$ cat src/rtl/wishbone_slave_pkg.sv
// Purpose : shared types and constants for the wishbone register slave.
// Latency : n/a (package only).
// Backpressure : n/a.
// Contents: FSM state encoding, register index constants, bus/event widths.
package wishbone_slave_pkg;

  typedef enum logic [1:0] {
    ST_IDLE = 2'd0,
    ST_WAIT = 2'd1,
    ST_ACK  = 2'd2,
    ST_DONE = 2'd3
  } state_t;

  localparam int DAT_W       = 32;
  localparam int EVT_W       = 8;
  localparam int CNT_W       = 4;

  localparam int REG_CTRL    = 0;
  localparam int REG_STATUS  = 1;
  localparam int CTRL_INT_EN = 0;

endpackage

$ cat src/rtl/wishbone_slave_regs_if.sv
// Purpose : wishbone slave-side bus bundle (address, data, strobe, ack).
// Latency : n/a (wires only).
// Backpressure : slave stalls the master simply by withholding wbs_ack_o.
// Modports: slave (the register block), master (the host side / bench).
interface wishbone_slave_regs_if;
  import wishbone_slave_pkg::*;

  logic [DAT_W-1:0] wbs_adr_i;
  logic [DAT_W-1:0] wbs_dat_i;
  logic [DAT_W-1:0] wbs_dat_o;
  logic             wbs_stb_i;
  logic             wbs_cyc_i;
  logic             wbs_we_i;
  logic             wbs_msk_i;
  logic             wbs_sel_i;
  logic             wbs_ack_o;

  modport slave (
    input  wbs_adr_i, wbs_dat_i, wbs_stb_i, wbs_cyc_i, wbs_we_i, wbs_msk_i, wbs_sel_i,
    output wbs_dat_o, wbs_ack_o
  );

  modport master (
    output wbs_adr_i, wbs_dat_i, wbs_stb_i, wbs_cyc_i, wbs_we_i, wbs_msk_i, wbs_sel_i,
    input  wbs_dat_o, wbs_ack_o
  );

endinterface

$ cat src/rtl/wishbone_slave_regfile.sv
// Purpose : register array with write port, read mux and optional W1C status.
// Latency : write lands on the edge wr_en_i is high; rdat_o is combinational.
// Backpressure : none; always accepts a write.
// Ports   : clk, rst (sync, active-high), wr_en_i/idx_i/wdat_i write port,
//           idx_i also selects rdat_o, user_event_i status set inputs, int_o.
// Build   : WBS_INTERRUPT_EN enables reg0 bit0 enable + reg1 status/interrupt.
module wishbone_slave_regfile
  import wishbone_slave_pkg::*;
#(
  parameter int NUM_REGS = 8,
  parameter int IDX_W    = $clog2(NUM_REGS)
) (
  input  logic             clk,
  input  logic             rst,
  input  logic             wr_en_i,
  input  logic [IDX_W-1:0] idx_i,
  input  logic [DAT_W-1:0] wdat_i,
  input  logic [EVT_W-1:0] user_event_i,
  output logic [DAT_W-1:0] rdat_o,
  output logic             int_o
);

  logic [DAT_W-1:0] regs_q [NUM_REGS];
  logic [DAT_W-1:0] regs_d [NUM_REGS];

`ifdef WBS_INTERRUPT_EN
  logic [EVT_W-1:0] clr;
  logic             int_q;

  assign clr = (wr_en_i && (idx_i == IDX_W'(REG_STATUS))) ? wdat_i[EVT_W-1:0] : '0;

  // Interrupt is computed from registered state, so it trails status/enable by one cycle.
  always_ff @(posedge clk) begin
    if (rst) begin
      int_q <= 1'b0;
    end else begin
      int_q <= regs_q[REG_CTRL][CTRL_INT_EN] & (|regs_q[REG_STATUS][EVT_W-1:0]);
    end
  end

  assign int_o = int_q;
`else
  logic unused_evt;
  assign unused_evt = ^user_event_i;
  assign int_o      = 1'b0;
`endif

  always_comb begin
    regs_d = regs_q;
    if (wr_en_i) begin
      regs_d[idx_i] = wdat_i;
    end
`ifdef WBS_INTERRUPT_EN
    // Status overrides the plain write: W1C, with a same-cycle event winning over the clear.
    regs_d[REG_STATUS] = {{(DAT_W-EVT_W){1'b0}},
                          (regs_q[REG_STATUS][EVT_W-1:0] & ~clr) | user_event_i};
`endif
  end

  always_ff @(posedge clk) begin
    if (rst) begin
      for (int i = 0; i < NUM_REGS; i++) begin
        regs_q[i] <= '0;
      end
    end else begin
      regs_q <= regs_d;
    end
  end

  assign rdat_o = regs_q[idx_i];

endmodule

$ cat src/rtl/wishbone_slave_regs.sv
// Purpose : wishbone slave decoding one window onto a 32-bit register bank.
// Latency : ack rises ACK_DELAY+1 edges after the edge that samples stb&cyc.
// Backpressure : ack withheld during the delay; dropping stb/cyc in WAIT aborts.
// Ports   : clk, rst (sync, active-high), wbs (slave modport of
//           wishbone_slave_regs_if), user_event (8 level events), wbs_int_o.
// Build   : define WBS_INTERRUPT_EN for the interrupt/status block.
module wishbone_slave_regs
  import wishbone_slave_pkg::*;
#(
  parameter logic [31:0] ADDR_BASE = 32'h0000_0000,
  parameter int          NUM_REGS  = 8,
  parameter int          ACK_DELAY = 0
) (
  input  logic                       clk,
  input  logic                       rst,
  wishbone_slave_regs_if.slave       wbs,
  input  logic [EVT_W-1:0]           user_event,
  output logic                       wbs_int_o
);

  localparam int               IDX_W    = $clog2(NUM_REGS);
  localparam logic [CNT_W-1:0] CNT_LOAD = (ACK_DELAY > 0) ? CNT_W'(ACK_DELAY - 1) : '0;

  state_t           state_q, state_d;
  logic [CNT_W-1:0] cnt_q, cnt_d;
  logic [DAT_W-1:0] adr_q, adr_d;
  logic [DAT_W-1:0] wdat_q, wdat_d;
  logic             we_q, we_d;
  logic             ack_q, ack_d;
  logic [DAT_W-1:0] rdat_q, rdat_d;

  logic             req;
  logic [DAT_W-1:0] idx_full;
  logic             hit;
  logic             wr_en;
  logic [DAT_W-1:0] rd_dat;
  logic             unused_bus;

  assign req      = wbs.wbs_stb_i & wbs.wbs_cyc_i;
  // Wrapping subtract: addresses below the base become huge and fall out of range.
  assign idx_full = adr_q - ADDR_BASE;
  assign hit      = idx_full < DAT_W'(NUM_REGS);
  assign wr_en    = (state_q == ST_ACK) && we_q && hit;

  assign unused_bus = wbs.wbs_msk_i ^ wbs.wbs_sel_i;

  wishbone_slave_regfile #(
    .NUM_REGS (NUM_REGS),
    .IDX_W    (IDX_W)
  ) u_regfile (
    .clk          (clk),
    .rst          (rst),
    .wr_en_i      (wr_en),
    .idx_i        (idx_full[IDX_W-1:0]),
    .wdat_i       (wdat_q),
    .user_event_i (user_event),
    .rdat_o       (rd_dat),
    .int_o        (wbs_int_o)
  );

  always_comb begin
    state_d = state_q;
    cnt_d   = cnt_q;
    adr_d   = adr_q;
    wdat_d  = wdat_q;
    we_d    = we_q;
    rdat_d  = rdat_q;
    ack_d   = 1'b0;
    case (state_q)
      ST_IDLE: begin
        if (req) begin
          adr_d  = wbs.wbs_adr_i;
          wdat_d = wbs.wbs_dat_i;
          we_d   = wbs.wbs_we_i;
          if (ACK_DELAY > 0) begin
            state_d = ST_WAIT;
            cnt_d   = CNT_LOAD;
          end else begin
            state_d = ST_ACK;
          end
        end
      end
      ST_WAIT: begin
        if (!req) begin
          state_d = ST_IDLE;
          cnt_d   = '0;
        end else if (cnt_q == '0) begin
          state_d = ST_ACK;
        end else begin
          cnt_d = cnt_q - CNT_W'(1);
        end
      end
      ST_ACK: begin
        // Commit edge: write lands in the regfile, read data and ack register together.
        ack_d   = 1'b1;
        if (!we_q) begin
          rdat_d = hit ? rd_dat : '0;
        end
        state_d = ST_DONE;
      end
      ST_DONE: begin
        // Hold here until stb drops so a lingering strobe cannot start a second cycle.
        if (!wbs.wbs_stb_i) begin
          state_d = ST_IDLE;
        end
      end
      default: state_d = ST_IDLE;
    endcase
  end

  always_ff @(posedge clk) begin
    if (rst) begin
      state_q <= ST_IDLE;
      cnt_q   <= '0;
      adr_q   <= '0;
      wdat_q  <= '0;
      we_q    <= 1'b0;
      ack_q   <= 1'b0;
      rdat_q  <= '0;
    end else begin
      state_q <= state_d;
      cnt_q   <= cnt_d;
      adr_q   <= adr_d;
      wdat_q  <= wdat_d;
      we_q    <= we_d;
      ack_q   <= ack_d;
      rdat_q  <= rdat_d;
    end
  end

  assign wbs.wbs_ack_o = ack_q;
  assign wbs.wbs_dat_o = rdat_q;

endmodule
$ cat src/flat_wrapper.sv
// flat-port wrapper written by rule: the top's interface ports become plain ports
module wishbone_slave_regs_flat import wishbone_slave_pkg::*;
#(
  parameter logic [31:0] ADDR_BASE = 32'h0000_0000,
  parameter int          NUM_REGS  = 8,
  parameter int          ACK_DELAY = 0
)
  (clk, rst, user_event, wbs_int_o, wbs_wbs_adr_i, wbs_wbs_dat_i, wbs_wbs_stb_i, wbs_wbs_cyc_i, wbs_wbs_we_i, wbs_wbs_msk_i, wbs_wbs_sel_i, wbs_wbs_dat_o, wbs_wbs_ack_o);
  wishbone_slave_regs_if wbs_i ();
  input  logic clk;
  input  logic rst;
  input  logic [EVT_W-1:0] user_event;
  output logic wbs_int_o;
  input wire logic [$bits(wbs_i.wbs_adr_i)-1:0] wbs_wbs_adr_i;
  input wire logic [$bits(wbs_i.wbs_dat_i)-1:0] wbs_wbs_dat_i;
  input wire logic [$bits(wbs_i.wbs_stb_i)-1:0] wbs_wbs_stb_i;
  input wire logic [$bits(wbs_i.wbs_cyc_i)-1:0] wbs_wbs_cyc_i;
  input wire logic [$bits(wbs_i.wbs_we_i)-1:0] wbs_wbs_we_i;
  input wire logic [$bits(wbs_i.wbs_msk_i)-1:0] wbs_wbs_msk_i;
  input wire logic [$bits(wbs_i.wbs_sel_i)-1:0] wbs_wbs_sel_i;
  output wire logic [$bits(wbs_i.wbs_dat_o)-1:0] wbs_wbs_dat_o;
  output wire logic [$bits(wbs_i.wbs_ack_o)-1:0] wbs_wbs_ack_o;
  assign wbs_i.wbs_adr_i = wbs_wbs_adr_i;
  assign wbs_i.wbs_dat_i = wbs_wbs_dat_i;
  assign wbs_i.wbs_stb_i = wbs_wbs_stb_i;
  assign wbs_i.wbs_cyc_i = wbs_wbs_cyc_i;
  assign wbs_i.wbs_we_i = wbs_wbs_we_i;
  assign wbs_i.wbs_msk_i = wbs_wbs_msk_i;
  assign wbs_i.wbs_sel_i = wbs_wbs_sel_i;
  assign wbs_wbs_dat_o = wbs_i.wbs_dat_o;
  assign wbs_wbs_ack_o = wbs_i.wbs_ack_o;
  wishbone_slave_regs #(.ADDR_BASE(ADDR_BASE), .NUM_REGS(NUM_REGS), .ACK_DELAY(ACK_DELAY)) u_core (.clk(clk), .rst(rst), .wbs(wbs_i), .user_event(user_event), .wbs_int_o(wbs_int_o));
endmodule
$ cat config.mk
export PLATFORM = sky130hd
export DESIGN_NAME = wishbone_slave_regs_flat
export DESIGN_NICKNAME = d
export VERILOG_FILES = /design/src/rtl/wishbone_slave_pkg.sv /design/src/rtl/wishbone_slave_regs_if.sv /design/src/rtl/wishbone_slave_regfile.sv /design/src/rtl/wishbone_slave_regs.sv /design/src/flat_wrapper.sv
export SDC_FILE = /design/constraint.sdc
export NUM_CORES = 1
export LEC_CHECK = 0
export ABC_AREA = 1
export CAP_MARGIN = 10
export CORE_ASPECT_RATIO = 0.5
export CORE_MARGIN = 5
export CORE_UTILIZATION = 23
export CTS_BUF_LIST = sky130_fd_sc_hd__clkbuf_4 sky130_fd_sc_hd__clkbuf_8
export DETAILED_ROUTE_END_ITERATION = 10
export PLACE_DENSITY_LB_ADDON = 0.25
export SKIP_CTS_REPAIR_TIMING = 1
export SLEW_MARGIN = 20
export SYNTH_ARGS = -nofsm -noshare
export SYNTH_HDL_FRONTEND = slang
export SYNTH_SLANG_ARGS = --single-unit
$ cat constraint.sdc
create_clock -name clk -period 1.47 [get_ports clk]
set_input_delay 0.294 -clock clk [delete_from_list [all_inputs] [get_ports clk]]
set_output_delay 0.294 -clock clk [all_outputs]
set_load 0.02 [all_outputs]
==> results_dict.tcl <==
set metrics [dict create \
    finalSetupTns_ps -103240 \
    place_inst 4171 \
    hold_path.class "in -> reg" \
    p_per_area_nw_per_um2 924 \
    insertion_delay_ps 690 \
    drive_gt1_share_pct 17.3 \
    initial_utilization_pct 23.1 \
    drv_cap 0 \
    yosysTopAreaCellShare_pct 39.3 \
    fin_cells 4320 \
    via_per_inst 4.32 \
    cp_common_cell "nor2_1" \
    seq_area_frac_synth_pct 39.3 \
    fin_skew_ps 43.6 \
    cts_made_buffers 59 \
    ys_ff_latch 360 \
    nNetsFinal 3304 \
    grt_max_degree 67 \
    vias 18700 \
    synthesis.nets 3087 \
    synth-warning-count 0 \
    globalplace.congestion 0.797 \
    die_w_um 409 \
    status "finished, violations left" \
    vdd_drop_max_v 0.000563 \
    portBuffers 101 \
    pre_cts_ws_ps -507 \
    grt_pass1_wl_um 99500 \
    fin_crit_ps 1890 \
    cts_num_sinks 360 \
    syn_inst 3007 \
    violations "setup timing" \
    endpoint_kind "register" \
    grt_pass1_vias 17000 \
    synth_common_cells "nand2_1 (678), nor2_1 (593), inv_1 (579)" \
    fill_cells 8636 \
    critPathArrivalTime_ps 2480 \
    synthFlopType "dfxtp_1" \
    clkTransAtPathRegs_ps 60 \
    critPathMaxFanout 8 \
    drt_iter0_markers 1347 \
    cp_cell_sequence "nor2_1 > nand2_1 > nor2_1 > nand2_1 > nor2_4 > buf_12 > clkbuf_16 > nand3_4 > clkbuf_16 > nand2_4 > inv_2 > nor2_1" \
    final-hold-violation-count 0 \
    cpMaxStageDelayCell "dfxtp_1" \
    yosysUniqueCellTypes 25 \
    p_leak_nw 11.5 \
    ios 113 \
    postLayoutSetupSlackWorst_ps -421 \
    hold_ws_ps 30.8 \
    drc 0 \
    critPathMaxStageDelay_ps 310 \
    netlist_area_sq_um 18300 \
    dr.pass1.iters 5 \
    htree_num_levels 2 \
    drt_wl_total_um 68800 \
    synth_area_per_cell_sq_um 6.09 \
    grt_usage_pct 14.7 \
    clockBufferDepth 3 \
    placementRows 73 \
    cts_tree "built" \
    syn_to_final_growth_pct 35.8 \
    antenna_found_initial 0 \
    start_kind "register" \
    n_antenna_cell 0 \
    path_class "reg -> reg" \
    fmax_mhz 529 \
    grt_setup_unrepaired "yes" \
    cts-root-buf "clkbuf_8" \
    postRouteAntennaNets 0 \
    slew_viol_final 0 \
    fp.dieH_um 210 \
    synth_area_leader_cell "dfxtp_1" \
    synth_edf_count 0 \
    place_hpwl_um 42900 \
    grt_overflow 0 \
    setup_viol 357 \
    final_util_pct 31.4 \
    ys_top_cells_by_area "dfxtp_1 (39%), nand2_1 (14%), nor2_1 (12%)" \
    die_area_sq_um 85700 \
    wire_per_inst_um 15.9 \
    yosysMostFrequentCell "nand2_1" \
    fin_crit_sh_pct 129 \
    core_sq_um 79200 \
    async_flop_share_pct 0 \
    worstPathRequired_ps 2060 \
]
-- worst max-delay path: cells and delay by family, from the launching register on --
| kind | cells | cell delay [ps] |
|---|---|---|
| AND/OR/NAND/NOR | 8 | 910 |
| buffers and inverters | 4 | 590 |
| flip-flops | 1 | 310 |
-- worst paths after layout --
kind                            startpoint                                        to  slack, ps  cells after the start
max          u_core.adr_q[20]$_SDFFE_PP0P_  u_core.u_regfile.regs_q[74]$_SDFFE_PP0P_       -420                     12
min                                    rst            u_core.wdat_q[15]$_SDFFE_PP0P_         30                      4
max reg2reg  u_core.adr_q[20]$_SDFFE_PP0P_  u_core.u_regfile.regs_q[74]$_SDFFE_PP0P_       -420                     12
min reg2reg   u_core.cnt_q[1]$_SDFFE_PP0P_              u_core.cnt_q[1]$_SDFFE_PP0P_        460                      2
-- layout by cell type, fill, tap and decap left out, drive strengths merged, types with 2 or more instances in the layout --
master	count
a21oi	54
clkinv	44
a31oi	2
inv	585
nor2	594
clkbuf	114
dfxtp	360
nand4	256
nand2	678
nor3	5
nand3	105
o21ai	106
a211oi	2
clkdlybuf4s50	67
buf	275
nand3b	14
or2	2
-- metrics by stage --
stage / power (mW) / area, sq um
5_1_grt: 23.9 / 24900
3_3_place_gp: 13.0 / 22200
4_1_cts: 23.1 / 23500
6_report: 23.0 / 24900
2_1_floorplan: 11.6 / 18500
3_5_place_dp: 13.0 / 22200
-- flip-flops by register name, summed over array words and instances, names as in the netlist --
| name | count |
|---|---|
| u_core.wbs.wbs_ack_o | 1 |
| u_core.state_q | 2 |
| u_core.cnt_q | 4 |
| u_core.u_regfile.regs_q | 256 |
| u_core.we_q | 1 |
| u_core.wbs.wbs_dat_o | 32 |
| u_core.wdat_q | 32 |
| u_core.adr_q | 32 |
-- area by class of cell --
type                    count  area, sq um  area share, %
clock inverters             9         72.6          0.292
multi-input cells        1822         8390           33.8
clock buffers              98         1240           5.00
repair buffers            359         4240           17.1
well taps                1050         1310           5.28
flip-flops and latches    360         7260           29.2
inverters                 622         2340           9.42
-- power breakdown --
part,leakage (nW),internal (mW),switching (mW)
combinational,7.89,1.17,1.89
sequential,2.93,9.90,0.0684
clock,0.702,5.48,4.47
total,11.5,16.5,6.43
-- cell families (layout without fill, tap and decap cells) --
| group | count (synthesis) | count (layout) | share of synthesized area [%] |
|---|---|---|---|
| AOI/OAI and AO/OA | 165 | 165 | 4.57 |
| xor gates and xnor gates | 1 | 1 | 0.0478 |
| DFF | 360 | 360 | 39.3 |
| other | 1 | 1 | 0.0205 |
| and+or+nand+nor | 1654 | 1654 | 38.5 |
| buffers and inverters | 825 | 1088 | 17.4 |
| adders and majority gates | 1 | 1 | 0.0683 |
-- layer usage --
metal	global-route usage, %	wire [um]	share of wire [%]
met5	0	0	0
met4	4.70	1650	2.4
met3	2.13	4140	6.0
met1	20.5	32700	48
met2	23.4	30300	44
(Power assumes the default switching activity.)
